===== src/rtl/bcd_seq_arbiter.sv =====
// Two-requester round-robin front end feeding a sequential 8-bit
// binary-to-BCD converter (shift-and-add-3, one bit per cycle).
module bcd_seq_arbiter (
  input  logic       clk,
  input  logic       rst,
  input  logic       req0,
  input  logic [7:0] x0,
  input  logic       req1,
  input  logic [7:0] x1,
  output logic       gnt0,
  output logic       gnt1,
  output logic       busy,
  output logic       done,
  output logic       owner,
  output logic [3:0] Centenas,
  output logic [3:0] Decenas,
  output logic [3:0] Unidades
);

  typedef enum logic {IDLE, SHIFT} state_t;

  state_t      state;
  logic [3:0]  cnt;
  logic [19:0] work;   // {hundreds, tens, units, operand}
  logic        last;   // requester served most recently
  logic        sel;
  logic [19:0] adj;
  logic [19:0] shifted;

  function automatic logic [3:0] add3(input logic [3:0] d);
    return (d >= 4'd5) ? d + 4'd3 : d;
  endfunction

  // Round-robin pick: on contention the requester not served last wins.
  always_comb begin
    sel = 1'b0;
    if (req0 && req1) sel = ~last;
    else              sel = req1;
  end

  // One shift-and-add-3 step on the working register.
  always_comb begin
    adj     = {add3(work[19:16]), add3(work[15:12]), add3(work[11:8]), work[7:0]};
    shifted = adj << 1;
  end

  // Arbitration, conversion sequencing and registered outputs.
  always_ff @(posedge clk) begin
    if (rst) begin
      state    <= IDLE;
      cnt      <= '0;
      work     <= '0;
      last     <= 1'b1;
      gnt0     <= 1'b0;
      gnt1     <= 1'b0;
      busy     <= 1'b0;
      done     <= 1'b0;
      owner    <= 1'b0;
      Centenas <= '0;
      Decenas  <= '0;
      Unidades <= '0;
    end else begin
      gnt0 <= 1'b0;
      gnt1 <= 1'b0;
      done <= 1'b0;
      case (state)
        IDLE: begin
          if (req0 || req1) begin
            work  <= {12'd0, sel ? x1 : x0};
            cnt   <= '0;
            owner <= sel;
            last  <= sel;
            gnt0  <= ~sel;
            gnt1  <= sel;
            busy  <= 1'b1;
            state <= SHIFT;
          end
        end
        SHIFT: begin
          work <= shifted;
          cnt  <= cnt + 4'd1;
          // Eighth step: digits are final in the post-shift nibbles.
          if (cnt == 4'd7) begin
            Centenas <= shifted[19:16];
            Decenas  <= shifted[15:12];
            Unidades <= shifted[11:8];
            done     <= 1'b1;
            busy     <= 1'b0;
            state    <= IDLE;
          end
        end
        default: state <= IDLE;
      endcase
    end
  end

endmodule


===== config.mk =====
export PLATFORM = sky130hd
export DESIGN_NAME = bcd_seq_arbiter
export DESIGN_NICKNAME = d
export VERILOG_FILES = /design/src/rtl/bcd_seq_arbiter.sv
export SDC_FILE = /design/constraint.sdc
export NUM_CORES = 1
export LEC_CHECK = 0
export ABC_AREA = 1
export ABC_CLOCK_PERIOD_IN_PS = 2500
export CAP_MARGIN = 20
export CORE_AREA = 3 3 71 73
export CTS_CLUSTER_SIZE = 28
export DETAILED_ROUTE_END_ITERATION = 7
export DIE_AREA = 0 0 74 76
export PLACE_DENSITY = 0.74
export RECOVER_POWER = 100
export SYNTH_ARGS = -nofsm -noshare
export SYNTH_HDL_FRONTEND = slang
export SYNTH_SLANG_ARGS = --single-unit

===== constraint.sdc =====
create_clock -name clk -period 2.5 [get_ports clk]
set_input_delay 0.625 -clock clk [delete_from_list [all_inputs] [get_ports clk]]
set_output_delay 0.625 -clock clk [all_outputs]
set_load 0.01 [all_outputs]

==> metrics.md, run 1 <==
| Metric | Value |
|---|---|
| Status | `completed` |
| PwrDens | `a little over 500 mW/mm²` |
| Post-Layout Cell Count | `approximately 360` |
| Inst Count DP | `356` |
| Internal power | `981 µW` |
| Ys flop type | `dfxtp_1` |
| TNS Setup | `0 ns` |
| Mean post-synth cell area | `around 7.3 µm²` |
| CTS Hold Bufs | `0` |
| Sequential share of the synthesized area | `43.3%` |
| MaxCap Viol Count | `0` |
| Worst hold stages | `2` |
| DR WL/cell | `10.6 µm` |
| Yosys Warn Count | `0` |
| Post_cts resized | `0` |
| Period utilisation layout | `75.8%` |
| Pleak | `1.06 nW` |
| Req. time, crit path | `around 2.7 ns` |
| Switch share | `around a quarter` |
| FP Rows | `24` |
| Worst setup SP type | `input pin` |
| Total gr overflow | `0` |
| Top post-synthesis cells by area | `dfxtp_1, nand2_1, inv_1` |
| Post-layout minimum cycle time | `1.89 ns` |
| EDFF count, synth | `0` |
| Worst-Margin Slew | `approximately 0.63 ns` |
| Gpl congestion | `~0.78` |
| Post-route cell area | `between 0.002 and 0.0025 mm²` |
| Library cells used by synthesis | `26` |
| Post-CTS Setup Inserts | `0` |
| Hold crit path type | `register to register` |
| Antenna diodes | `0` |
| TritonCTS Buffers | `5` |
| Psw | `298 µW` |
| Yosys top cell by area | `dfxtp_1` |
| Count leader, synth | `nand2_1` |
| Share of layout cells above drive strength 1 | `4.82%` |
| Clock skew | `a little under 0.007 ns` |
| Worst R2R Setup Slack | `roughly 0.76 ns` |
| Worst reg2reg endpoint | `work[0]` |
| Post-DP Area | `approximately 0.0024 mm²` |
| WHS | `~0.45 ns` |
| Synthesized area | `approximately 0.0020 mm²` |
| Final Hold Fails | `0` |
| # fillers | `roughly 430` |
| Worst-skew pair later-pin latency | `about 0.29 ns` |
| Die Y-Extent | `76 µm` |
| Comb pwr share | `9.8%` |
| Clock sink total | `between 40 and 50` |
| Initial Utilization | `about 45%` |
| Nets | `around 340` |
| HP Start | `Centenas[3]` |
| Reg clk slew, reported paths | `0.08 ns` |
| Io pins | `37` |
| Worst ir drop on vdd | `0.294 mV` |
| Seq cells post-synth | `43` |
| CTS root buf | `clkbuf_8` |
| Mapped Cells | `roughly 270` |
| Setup-failing EPs final | `0` |
| Die Area | `between 0.005 and 0.006 mm²` |
| Clock H-tree levels | `2` |
| Die X | `74 µm` |
| Synth top area share | `43.3%` |
| Slew Limit Fails | `0` |
| DRT Pass-1 Iters | `4` |
| PortBufs | `36` |
| Crit path DAT | `~2.1 ns` |
| Hpwl dp | `around 2900 µm` |
| Vias in the first global route | `approximately 1700` |
| Largest net degree at the start of global routing | `18` |
| Remaining antenna violation count | `0` |
| Most frequent cells after synthesis | `nand2_1, dfxtp_1, inv_1` |
| CP Capture Type | `register` |
| Tot Pwr | `between 1 and 1.5 mW` |
| Post-route DRC violation count | `0` |
| Post-Syn Nets | `300` |
| Vias post-DR | `approximately 1800` |
| Fmax | `0.528 GHz` |
| FFs w/ async S/R, synth | `0%` |
| Core Box Area | `roughly 0.0044 mm²` |
| CP max FO | `8` |
| Total detailed-routing wirelength | `3850 µm` |
| Sequential share of power | `56.0%` |
| Antenna violations before repair | `0` |
| TritonCTS clock tree | `yes` |
| Drt via density | `between 4 and 5` |
| Total track usage | `around 15%` |
| RSZ-0062 raised after global routing | `no` |
| Setup CP Type | `input pin to register` |
| First-pass GRT wire length | `approximately 6900 µm` |
| Worst r2r path cells | `6` |
| Slew HR | `just under 60%` |
| Synth-to-Final Area Change | `23.8%` |
| Clock share of power | `between 30 and 40%` |
| Initial drt markers | `~110` |
| Worst Hold Path EP | `Centenas[3]` |
| R2R Path Start | `state` |
| Bufs on Longest Clock Path | `2` |
## per-layer routing
layer	GRT usage, %	vias up	routed length [µm]
met4	5.98	0	61
met5	0	-	0
met3	3.69	6	191
met2	25.2	39	1800
li1	-	955	-
met1	18.5	769	1790
## state kept, by name, indices dropped and copies added (netlist names)
name and count:
Decenas 4, last 1, done 1, gnt0 1
work 20, owner 1, state 1, cnt 4
Unidades 4, gnt1 1, Centenas 4, busy 1
## logic make-up (layout without fill, tap and decap cells)
group | after synthesis | in the layout | share of synthesized area, %
buffers and inverters | 50 | 88 | 10.4
AND/OR/NAND/NOR | 119 | 119 | 26.0
adder cells (fa/ha/maj) | 7 | 7 | 4.40
flip-flops | 43 | 43 | 43.3
AO/OA/AOI/OAI | 51 | 51 | 14.3
multiplexers | 3 | 3 | 1.51
## worst max-delay path, cell delays in order
cell and delay [ns]:
dlygate4sd3_1 0.72, inv_1 0.15, nand2_1 0.27, clkinv_2 0.16, nand3_1 0.10, nand2_1 0.06
## final cells by class
type / count / area (µm²) / area share [%]
clock buffers: 6 / 82.6 / 3.35
clock inverters: 1 / 5.00 / 0.203
inverters: 42 / 161 / 6.55
multi-input cells: 180 / 906 / 36.8
flip-flops and latches: 43 / 861 / 34.9
well taps: 52 / 65.1 / 2.64
repair buffers: 39 / 383 / 15.5
## per-stage QoR
stage	worst slack [ns]	utilization, %
4_1_cts	0.679	56.2
2_1_floorplan	1.15	-
3_3_place_gp	0.513	54.2
5_1_grt	0.414	55.8
3_5_place_dp	0.422	54.2
6_report	0.605	55.8
## power groups by stage
stage               clock [mW]  combinational, mW  sequential (mW)
finish                   0.438              0.125            0.716
global route             0.478              0.144            0.719
CTS                      0.455              0.131            0.717
detailed placement           0              0.131            0.732
global placement             0              0.129            0.733
floorplan                    0             0.0793            0.730
## worst max path at each step
| stage | end | from | depth (start not counted) | slack, ns |
|---|---|---|---|---|
| 5_1_grt | work[19] | req1 | 6 | 0.41 |
| 4_1_cts | Unidades[1] | Unidades[1] | 1 | 0.68 |
| 2_1_floorplan | work[14] | req1 | 6 | 1.15 |
| 3_5_place_dp | Decenas[0] | rst | 6 | 0.42 |
| 3_3_place_gp | Decenas[0] | rst | 6 | 0.51 |
| 6_report | Decenas[0] | rst | 6 | 0.61 |
## cells in the final DEF (no fill, tap or decap), drive strengths merged
cell type,count
nand3,16
inv,41
dlygate4sd3,18
clkbuf,6
o211ai,8
mux2i,3
o21ai,12
clkdlybuf4s50,18
o22ai,6
nand2,88
clkinv,2
nand4,7
nor2,6
nor3,2
a211oi,1
a21oi,24
buf,3
ha,7
dfxtp,43
Note: power is estimated with default switching activity, not from simulation.
==> run 2, diff against run 1 <==
--- a/config.mk
+++ b/config.mk
@@ -6,13 +6,13 @@
 export NUM_CORES = 1
 export LEC_CHECK = 0
 export ABC_AREA = 1
-export ABC_CLOCK_PERIOD_IN_PS = 2500
+export ABC_CLOCK_PERIOD_IN_PS = 1600
 export CAP_MARGIN = 20
 export CORE_AREA = 3 3 71 73
 export CTS_CLUSTER_SIZE = 28
 export DETAILED_ROUTE_END_ITERATION = 7
 export DIE_AREA = 0 0 74 76
-export PLACE_DENSITY = 0.74
+export PLACE_DENSITY = 0.76
 export RECOVER_POWER = 100
 export SYNTH_ARGS = -nofsm -noshare
 export SYNTH_HDL_FRONTEND = slang
==> constraint.sdc (replaced) <==
create_clock -name clk -period 1.6 [get_ports clk]
set_input_delay 0.4 -clock clk [delete_from_list [all_inputs] [get_ports clk]]
set_output_delay 0.4 -clock clk [all_outputs]
set_load 0.01 [all_outputs]
==> metrics.md, run 2 (synthesis gave the netlist of run 1 again) <==
| Metric | Value |
|---|---|
| Hold crit path type | `register to register` |
| Drt via density | `4.87 (about the same)` |
| Clock skew | `0.00709 ns (+0.000335 ns)` |
| Worst ir drop on vdd | `0.518 mV (+76%)` |
| TritonCTS clock tree | `yes` |
| Worst path cell trace | `clkdlybuf4s50_1` |
| Total gr overflow | `0 (unchanged)` |
| CP Capture Type | `output port` |
| CP max stage cell | `clkdlybuf4s50_1` |
| Met2 WL | `1800 µm (-0.33%)` |
| Commonest non-fill, non-tap cell in the layout | `nand2_1` |
| Setup WS pre-CTS | `-0.111 ns (-0.533 ns)` |
| Hpwl dp | `2920 µm (+1.3%)` |
| Synth-to-Final Area Change | `28.0%` |
| Nets | `344 (+1.8%)` |
| Worst setup SP type | `register` |
| Post-route DRC violation count | `0 (unchanged)` |
| Worst-Margin Slew | `0.535 ns (-0.0905 ns)` |
| Core Box Area | `0.00441 mm² (unchanged)` |
| Worst setup margin | `0.0407 ns (-0.565 ns)` |
| R2R Path Start | `cnt[0]` |
| CP max FO | `2 (-6)` |
| Slowest stage delay, CP | `0.53 ns (-0.19 ns)` |
| Initial Utilization | `45.1% (unchanged)` |
| RSZ-0062 raised after global routing | `no` |
| Total track usage | `15.0% (-0.22 points)` |
| Max FFs per register | `20 (unchanged)` |
| Die X | `74 µm (unchanged)` |
| Fmax | `between 0.6 and 0.7 GHz` |
| Largest net degree at the start of global routing | `21 (+3)` |
| Die Y-Extent | `76 µm (unchanged)` |
| Status | `completed` |
| Post-Layout Cell Count | `370 (+1.9%)` |
| Slew Limit Fails | `0 (unchanged)` |
| Share of layout cells above drive strength 1 | `8.18% (+3.4 points)` |
| Clock sink total | `43 (unchanged)` |
| Antenna violations before repair | `0 (unchanged)` |
| Pleak | `1.04 nW (-2.1%)` |
| Met1 WL | `1700 µm (-4.9%)` |
| CTS root buf | `clkbuf_8` |
| PwrDens | `818 mW/mm² (+58%)` |
| Worst hold stages | `2 (unchanged)` |
| Highest metal used | `met4` |
| Worst reg2reg endpoint | `Unidades[1]` |
| Worst R2R Setup Slack | `0.20 ns (-0.56 ns)` |
| Period utilisation layout | `97.5%` |
| Bufs on Longest Clock Path | `2 (unchanged)` |
| Buf/Inv on CP | `1 (-2)` |
| Crit-path leading delay family | `buffers and inverters` |
| Most frequent cells in the layout | `nand2_1, dfxtp_1, inv_1` |
| Crit path DAT | `1.16 ns (-0.93 ns)` |
| Setup-failing EPs final | `0 (unchanged)` |
| Initial drt markers | `69 (-38%)` |
| Final Hold Fails | `0 (unchanged)` |
| Worst r2r path cells | `6 (unchanged)` |
| Reg clk slew, reported paths | `0.08 ns (about the same)` |
| First-pass GRT wire length | `6690 µm (-2.9%)` |
| Setup CP Type | `register to output port` |
| PortBufs | `36 (unchanged)` |
| Io pins | `37 (unchanged)` |
| Largest Register | `work` |
| FP Rows | `24 (unchanged)` |
| Gpl congestion | `0.780 (+0.66%)` |
| Fin util | `57.7% (+1.9 points)` |
| MaxCap Viol Count | `0 (unchanged)` |
| Vias in the first global route | `1654 (-1.4%)` |
| Vias post-DR | `1803 (+1.9%)` |
| Req. time, crit path | `1.20 ns (-1.49 ns)` |
| DRT Pass-1 Iters | `4 (unchanged)` |
| Post-layout minimum cycle time | `1.56 ns` |
| Worst Hold Path EP | `Decenas[3]` |
| Met3 WL | `222 µm (+16%)` |
| Slew HR | `64.3% (+6.1 points)` |
| HP Start | `Decenas[3]` |
| Inst Count DP | `362 (+1.7%)` |
| DR WL/cell | `10.3 µm (-3.1%)` |
| TritonCTS Buffers | `5 (unchanged)` |
| Antenna diodes | `0 (unchanged)` |
| Die Area | `0.00562 mm² (unchanged)` |
| Clock H-tree levels | `2 (unchanged)` |
| Total detailed-routing wirelength | `3800 µm (-1.2%)` |
| Remaining antenna violation count | `0 (unchanged)` |
| Crit path from | `Centenas[2]` |
| Worst-skew pair later-pin latency | `0.30 ns (about the same)` |
[run 2: final cells by class]
class / count / area (µm²)
multi-input combinational: 180 / 921
timing repair buffer: 45 / 438
clock buffer: 8 / 100
sequential: 43 / 861
tap: 52 / 65.1
fill: 440 / 1870
inverter: 42 / 161
[run 2: report_power, final]
group,switching [mW],internal [mW]
registers,0.0167,1.10
clock network,0.354,0.394
logic,0.109,0.109
[run 2: worst max-delay path by stage]
stage,depth (start not counted),to
after floorplan,8,work[10]
after global placement,6,work[11]
after detailed placement,4,Unidades[1]
after CTS,1,Centenas[3]
after global routing,1,Decenas[0]
final,1,Centenas[2]
[run 2: routing by layer]
metal  up-vias  global-route usage [%]
met5         -                       0
met4         0                    7.61
met3         7                    4.09
met2        49                    24.6
met1       775                    17.4
li1        972                       -
[run 2: what timing repair did]
action | 4_1_cts | 5_1_grt
hold buffers | 0 | 0
endpoints found under the setup margin | 0 | 8
resized for setup | 0 | 8
setup buffers | 0 | 0
[run 2: per-stage QoR]
step / TNS, ns / power, mW / instance area [µm²] / hold slack [ns]
after floorplan: 0 / 1.26 / 1990 / 0.429
after global placement: -1.49 / 1.36 / 2450 / 0.437
after detailed placement: -2.65 / 1.36 / 2450 / 0.444
after CTS: 0 / 2.11 / 2550 / 0.459
after global routing: 0 / 2.18 / 2550 / 0.483
final: 0 / 2.08 / 2550 / 0.455
